==> src/rtl/alu_sequencer.sv <==
// alu_sequencer: Moore control sequencer for a single-bus CPU datapath.
// Fetches one instruction (T0..T2, plus optional memory wait states in TW),
// then runs the operand/ALU/writeback micro-steps (T3..T6) and pulses done.
// Optional feature macro: ALU_SEQUENCER_HILO_EN enables the long-op path
// (ir[31]=1 writes LO in T5 and HI in T6). Without it a long op raises a
// one-cycle err in T5 and goes straight to DONE.
//
// state | meaning
// IDLE  | waiting for start
// T0    | PC -> MAR, increment PC into Z
// T1    | Zlow -> PC, start memory read into MDR
// TW    | hold memory read for MEM_WAIT extra cycles
// T2    | MDR -> IR
// T3    | Rb -> Y
// T4    | Rc through ALU -> Z
// T5    | Zlow -> Ra (short op) or Zlow -> LO (long op)
// T6    | Zhigh -> HI (long op only)
// DONE  | one-cycle completion pulse

module alu_sequencer #(
    parameter int MEM_WAIT = 0
) (
    input  logic        clock,
    input  logic        clear,
    input  logic        start,
    input  logic [31:0] ir,
    output logic [4:0]  BusDataSelect,
    output logic [3:0]  GP_addr,
    output logic        e_PC,
    output logic        e_IR,
    output logic        e_Y,
    output logic        e_Z,
    output logic        e_HI,
    output logic        e_LO,
    output logic        e_MDR,
    output logic        e_MAR,
    output logic        e_GP,
    output logic        incPC,
    output logic        MDR_read,
    output logic [3:0]  ALU_op,
    output logic        busy,
    output logic        done,
    output logic        err
);

    typedef enum logic [3:0] {
        S_IDLE, S_T0, S_T1, S_TW, S_T2, S_T3, S_T4, S_T5, S_T6, S_DONE
    } state_t;

    localparam logic [4:0] BUS_ZHIGH = 5'b10010;
    localparam logic [4:0] BUS_ZLOW  = 5'b10011;
    localparam logic [4:0] BUS_PC    = 5'b10100;
    localparam logic [4:0] BUS_MDR   = 5'b10101;
    localparam logic [3:0] WAIT_LOAD = 4'(MEM_WAIT);

    state_t     r_state;
    state_t     w_next;
    logic [3:0] r_wait_cnt;

    logic       w_long;
    logic [3:0] w_ra;
    logic [3:0] w_rb;
    logic [3:0] w_rc;
    logic [3:0] w_alu;
    logic       w_unused_ir;

    assign w_long      = ir[31];
    assign w_alu       = ir[30:27];
    assign w_ra        = ir[26:23];
    assign w_rb        = ir[22:19];
    assign w_rc        = ir[18:15];
    assign w_unused_ir = ^ir[14:0];

    // State register; clear drops straight back to IDLE.
    always_ff @(posedge clock or posedge clear) begin
        if (clear) r_state <= S_IDLE;
        else       r_state <= w_next;
    end

    // Wait-state down-counter: loaded in T1, counts down through TW.
    always_ff @(posedge clock or posedge clear) begin
        if (clear)                                    r_wait_cnt <= 4'd0;
        else if (r_state == S_T1)                     r_wait_cnt <= WAIT_LOAD;
        else if (r_state == S_TW && r_wait_cnt != 0)  r_wait_cnt <= r_wait_cnt - 4'd1;
    end

    // Next-state and Moore output decode from current state and ir.
    always_comb begin
        w_next        = r_state;
        BusDataSelect = 5'b00000;
        GP_addr       = 4'd0;
        e_PC          = 1'b0;
        e_IR          = 1'b0;
        e_Y           = 1'b0;
        e_Z           = 1'b0;
        e_HI          = 1'b0;
        e_LO          = 1'b0;
        e_MDR         = 1'b0;
        e_MAR         = 1'b0;
        e_GP          = 1'b0;
        incPC         = 1'b0;
        MDR_read      = 1'b0;
        ALU_op        = 4'd0;
        busy          = 1'b0;
        done          = 1'b0;
        err           = 1'b0;
        case (r_state)
            S_IDLE: begin
                if (start) w_next = S_T0;
            end
            S_T0: begin
                busy          = 1'b1;
                BusDataSelect = BUS_PC;
                e_MAR         = 1'b1;
                incPC         = 1'b1;
                e_Z           = 1'b1;
                w_next        = S_T1;
            end
            S_T1: begin
                busy          = 1'b1;
                BusDataSelect = BUS_ZLOW;
                e_PC          = 1'b1;
                MDR_read      = 1'b1;
                e_MDR         = 1'b1;
                w_next        = (MEM_WAIT > 0) ? S_TW : S_T2;
            end
            S_TW: begin
                busy          = 1'b1;
                BusDataSelect = BUS_ZLOW;
                MDR_read      = 1'b1;
                e_MDR         = 1'b1;
                // Terminal count at 1: the last wait cycle is the one that sees 1.
                if (r_wait_cnt <= 4'd1) w_next = S_T2;
            end
            S_T2: begin
                busy          = 1'b1;
                BusDataSelect = BUS_MDR;
                e_IR          = 1'b1;
                w_next        = S_T3;
            end
            S_T3: begin
                busy          = 1'b1;
                BusDataSelect = {1'b0, w_rb};
                e_Y           = 1'b1;
                w_next        = S_T4;
            end
            S_T4: begin
                busy          = 1'b1;
                BusDataSelect = {1'b0, w_rc};
                ALU_op        = w_alu;
                e_Z           = 1'b1;
                w_next        = S_T5;
            end
            S_T5: begin
                busy = 1'b1;
                if (!w_long) begin
                    BusDataSelect = BUS_ZLOW;
                    GP_addr       = w_ra;
                    e_GP          = 1'b1;
                    w_next        = S_DONE;
                end else begin
`ifdef ALU_SEQUENCER_HILO_EN
                    BusDataSelect = BUS_ZLOW;
                    e_LO          = 1'b1;
                    w_next        = S_T6;
`else
                    // Long ops unsupported in this build: flag and finish.
                    err           = 1'b1;
                    w_next        = S_DONE;
`endif
                end
            end
            S_T6: begin
`ifdef ALU_SEQUENCER_HILO_EN
                busy          = 1'b1;
                BusDataSelect = BUS_ZHIGH;
                e_HI          = 1'b1;
                w_next        = S_DONE;
`else
                w_next        = S_IDLE;
`endif
            end
            S_DONE: begin
                done   = 1'b1;
                w_next = S_IDLE;
            end
            default: w_next = S_IDLE;
        endcase
    end

endmodule

==> config.mk <==
export PLATFORM = sky130hd
export DESIGN_NAME = alu_sequencer
export DESIGN_NICKNAME = d
export VERILOG_FILES = /design/src/rtl/alu_sequencer.sv
export SDC_FILE = /design/constraint.sdc
export NUM_CORES = 1
export LEC_CHECK = 0
export CORE_AREA = 2 2 51 53
export CTS_BUF_LIST = sky130_fd_sc_hd__clkbuf_4
export CTS_CLUSTER_DIAMETER = 60
export DETAILED_ROUTE_END_ITERATION = 8
export DIE_AREA = 0 0 53 55
export HOLD_SLACK_MARGIN = 0.15
export PLACE_DENSITY = 0.79
export RECOVER_POWER = 50
export SLEW_MARGIN = 20
export SYNTH_ARGS = -nofsm -noshare
export SYNTH_HDL_FRONTEND = slang
export SYNTH_SLANG_ARGS = --single-unit
export TNS_END_PERCENT = 50
==> constraint.sdc <==
create_clock -name clock -period 2.09 [get_ports clock]
set_input_delay 0.627 -clock clock [delete_from_list [all_inputs] [get_ports clock]]
set_output_delay 0.627 -clock clock [all_outputs]
set_load 0.005 [all_outputs]
==> flow_summary_export.csv <==
group,metric,value,unit
run_status,run_status,"finished, violations left",
run_status,failing_checks,"setup timing",
cells_and_area,multi_input_area,576.8,um^2
cells_and_area,synthToLayoutAreaGrowth,109.9,%
worst_setup_path,ff2ff_path_depth,5,
drt,detail-route-antenna-nets,0,
cells_and_area,fin_util,0.6608,
cts,clk_pin_slew_worst_paths,0.06,ns
grt,overflow,0,
cts,maximum_root_to_sink_buffer_count,2,
timing,timing_hold_violations_final,0,
cells_and_area,layout.area.seq,201.4,um^2
worst_setup_path,critPathMaxFanout,5,
cts,cts_num_sinks,8,
floorplan,fp.coreArea,2365,um^2
floorplan,die_area,2915,um^2
worst_setup_path,setup.worst_path.start_class,"register",
timing,finalSetupViolCount,13,
drt,detailroute.via_count,957,
cts,cts_made_buffers,3,
worst_setup_path,worstReg2RegEnd,"r_wait_cnt[0]$_DFFE_PP0P_",
worst_setup_path,worst_ep_arrival_time,1.57,ns
synth,yosys_warnings,0,
drt,drt_pass1_iterations,4,
timing,clock.fmax,454.7,MHz
power,peakVddDrop,0.8261,mV
timing,final_critical_path_setup_slack,-0.1091,ns
min_path,hold_path_depth,1,
timing,clock_skew,0.006997,ns
grt,number_of_global_route_vias_before_repair,907,
min_path,timing.hold.worst_endpoint,"r_wait_cnt[3]$_DFFE_PP0P_",
worst_setup_path,criticalPathCategory,"register to output port",
cts,cts-htree-levels,1,
timing,timing.final.max_slew_violations,0,
floorplan,floorplan.initialDensity,0.3148,
floorplan,design.portCount,62,
cells_and_area,number_of_antenna_repair_diodes,0,
synth,synthesis.area,744.5,um^2
cts,clk_latency,0.26,ns
drt,totalWireLength,2945,um
drt,drc,0,
grt,grt_max_degree,9,
placed_design,place.gp.congestion,0.7740,
power,power_per_cell_area,1200,nW/um^2
synth,synthCells,88,
min_path,hp-class,"register to register",
synth,postSynthRegisterBits,8,
placed_design,post-place-ws,-0.5141,ns
floorplan,num_rows,18,
drt,routedWlPerCell,15.42,um
drt,viasPerCell,5.010,
grt,grt_first_pass_wirelength,3939,um
cells_and_area,layout-drive-gt1-share,0.5031,
floorplan,floorplan.die.width,53,um
synth,yosysSeqAreaShare,0.2689,
placed_design,hpwl,1830,um
grt,grt_antenna_before_repair,0,
worst_setup_path,regToRegStartpoint,"r_wait_cnt[0]$_DFFE_PP0P_",
drt,drt_iter0_drc,32,
placed_design,port_buffers,44,
min_path,worstHoldStart,"r_wait_cnt[3]$_DFFE_PP0P_",
timing,fin_crit_sh,1.052,
power,leakagePower,0.8150,nW
cts,cts_tree,"built",
cts,clockRootBuffer,"clkbuf_4",
power,total_power,1.875,mW
run,drv_cap,0,
synth,postSynthAreaPerCell,8.460,um^2
worst_setup_path,critical_path_data_required_time,1.46,ns
floorplan,die_height,55,um
worst_setup_path,ff2ff_setup_slack,0.55,ns
cells_and_area,num-nets-final,201,
cells_and_area,fillCellCount,193,
timing,timing.final.crit_period,2.199,ns
worst_setup_path,endpoint_kind,"output port",
grt,gr-usage-all-layers,0.1838,
synth,ys_types,36,
timing,grt_setup_unrepaired,"true",
how the worst max path moves through the flow:
stage,from,to,slack (ns),depth (start not counted)
6_report,r_state[2]$_DFFE_PP0P_,BusDataSelect[1],-0.11,7
5_1_grt,r_state[2]$_DFFE_PP0P_,BusDataSelect[1],-0.15,7
4_1_cts,r_state[2]$_DFFE_PP0P_,e_IR,-0.25,4
3_3_place_gp,ir[31],BusDataSelect[4],-0.50,5
3_5_place_dp,ir[31],BusDataSelect[4],-0.51,5
2_1_floorplan,r_state[2]$_DFFE_PP0P_,e_Z,0.31,4
Yosys cell counts (all sizes together):
library cell / instances / area share
ha: 3 / 0.050
and2: 9 / 0.076
inv: 6 / 0.030
nand3b: 1 / 0.010
a22o: 1 / 0.012
nor2: 2 / 0.010
nand2: 1 / 0.0050
mux2i: 2 / 0.027
a21oi: 6 / 0.040
o21ai: 1 / 0.0067
o31a: 1 / 0.012
or2: 1 / 0.0084
nor3b: 2 / 0.020
or2b: 1 / 0.010
or3b: 1 / 0.012
o22ai: 1 / 0.0084
nand2b: 2 / 0.017
buf: 10 / 0.081
and4b: 1 / 0.013
and4bb: 3 / 0.050
nor3: 4 / 0.034
and3: 1 / 0.0084
o21a: 1 / 0.010
nor4: 3 / 0.025
nor2b: 4 / 0.034
o41ai: 1 / 0.012
a211oi: 2 / 0.020
dfrtp: 8 / 0.27
conb: 1 / 0.0050
o311ai: 1 / 0.012
nand3: 3 / 0.020
o221ai: 1 / 0.012
a21o: 2 / 0.020
nor4b: 1 / 0.020
power breakdown:
group / total (mW) / internal (mW) / switching (mW)
clock: 0.120 / 0.0658 / 0.0538
combinational: 1.52 / 0.880 / 0.635
sequential: 0.240 / 0.194 / 0.0459
stage by stage:
stage | setup TNS (ns) | instance area, um^2 | cells | hold slack [ns]
3_5_place_dp | -6.066 | 1316 | 173 | 0.5439
6_report | -0.4140 | 1563 | 191 | 0.5565
2_1_floorplan | 0 | 748.2 | 89 | 0.4427
4_1_cts | -1.797 | 1429 | 184 | 0.5517
5_1_grt | -1.213 | 1563 | 191 | 0.5807
3_3_place_gp | -5.591 | 1316 | 173 | 0.5358
cells in the final DEF, fill, tap and decap left out, types with 2 or more instances in the layout:
master	Yosys	final
buf_4	4	24
buf_6	0	18
clkdlybuf4s50_1	0	14
dlygate4sd2_1	0	9
dfrtp_1	8	7
a21oi_1	6	6
and2_4	0	6
inv_1	6	5
clkbuf_2	0	5
buf_2	6	5
dlymetal6s2s_1	0	4
and4bb_2	3	3
nand3_1	3	3
and2_1	9	3
ha_1	3	3
clkbuf_4	0	3
mux2i_1	2	2
nor4_1	3	2
nor2b_1	4	2
nor3_4	0	2
a21o_1	2	2
conb_1	1	2
layout make-up:
class,count,share of cell area
Clock buffer,3,0.01441
Timing Repair Buffer,79,0.4492
Sequential cell,8,0.1289
Tap cell,30,0.02402
Multi-Input combinational cell,65,0.3691
Inverter,6,0.01441
logic make-up after synthesis:
group,synth area share
buffers and inverters,0.1109
muxes,0.02689
other,0.005037
AOI/OAI and AO/OA,0.1647
and+or+nand+nor,0.3731
DFF,0.2689
adders and majority gates,0.05043
worst max-delay path: stages (launching register included):
cell and delay, ns:
dfrtp_2 0.45, buf_6 0.15, and4bb_2 0.26, buf_6 0.13, buf_6 0.10, nand2_2 0.04
nand3b_1 0.06, buf_2 0.13
flip-flops by register name, indices dropped and copies added, names as in the netlist:
signal / flops
r_state: 4
r_wait_cnt: 4
routing by layer:
metal	GRT usage	vias to the layer above	routed length (um)
met4	0.08547	0	20
li1	-	456	-
met3	0.04301	2	117
met1	0.2175	472	1207
met5	0	-	0
met2	0.3167	27	1599
what timing repair did:
action                                  CTS  global route
gates resized for setup                  80            38
hold buffers                              0             0
endpoints found under the setup margin   25            22
pin swaps                                11             9
endpoints found under the hold margin     0             0
setup buffers                             8             8
Note: power is estimated with default switching activity, not from simulation.
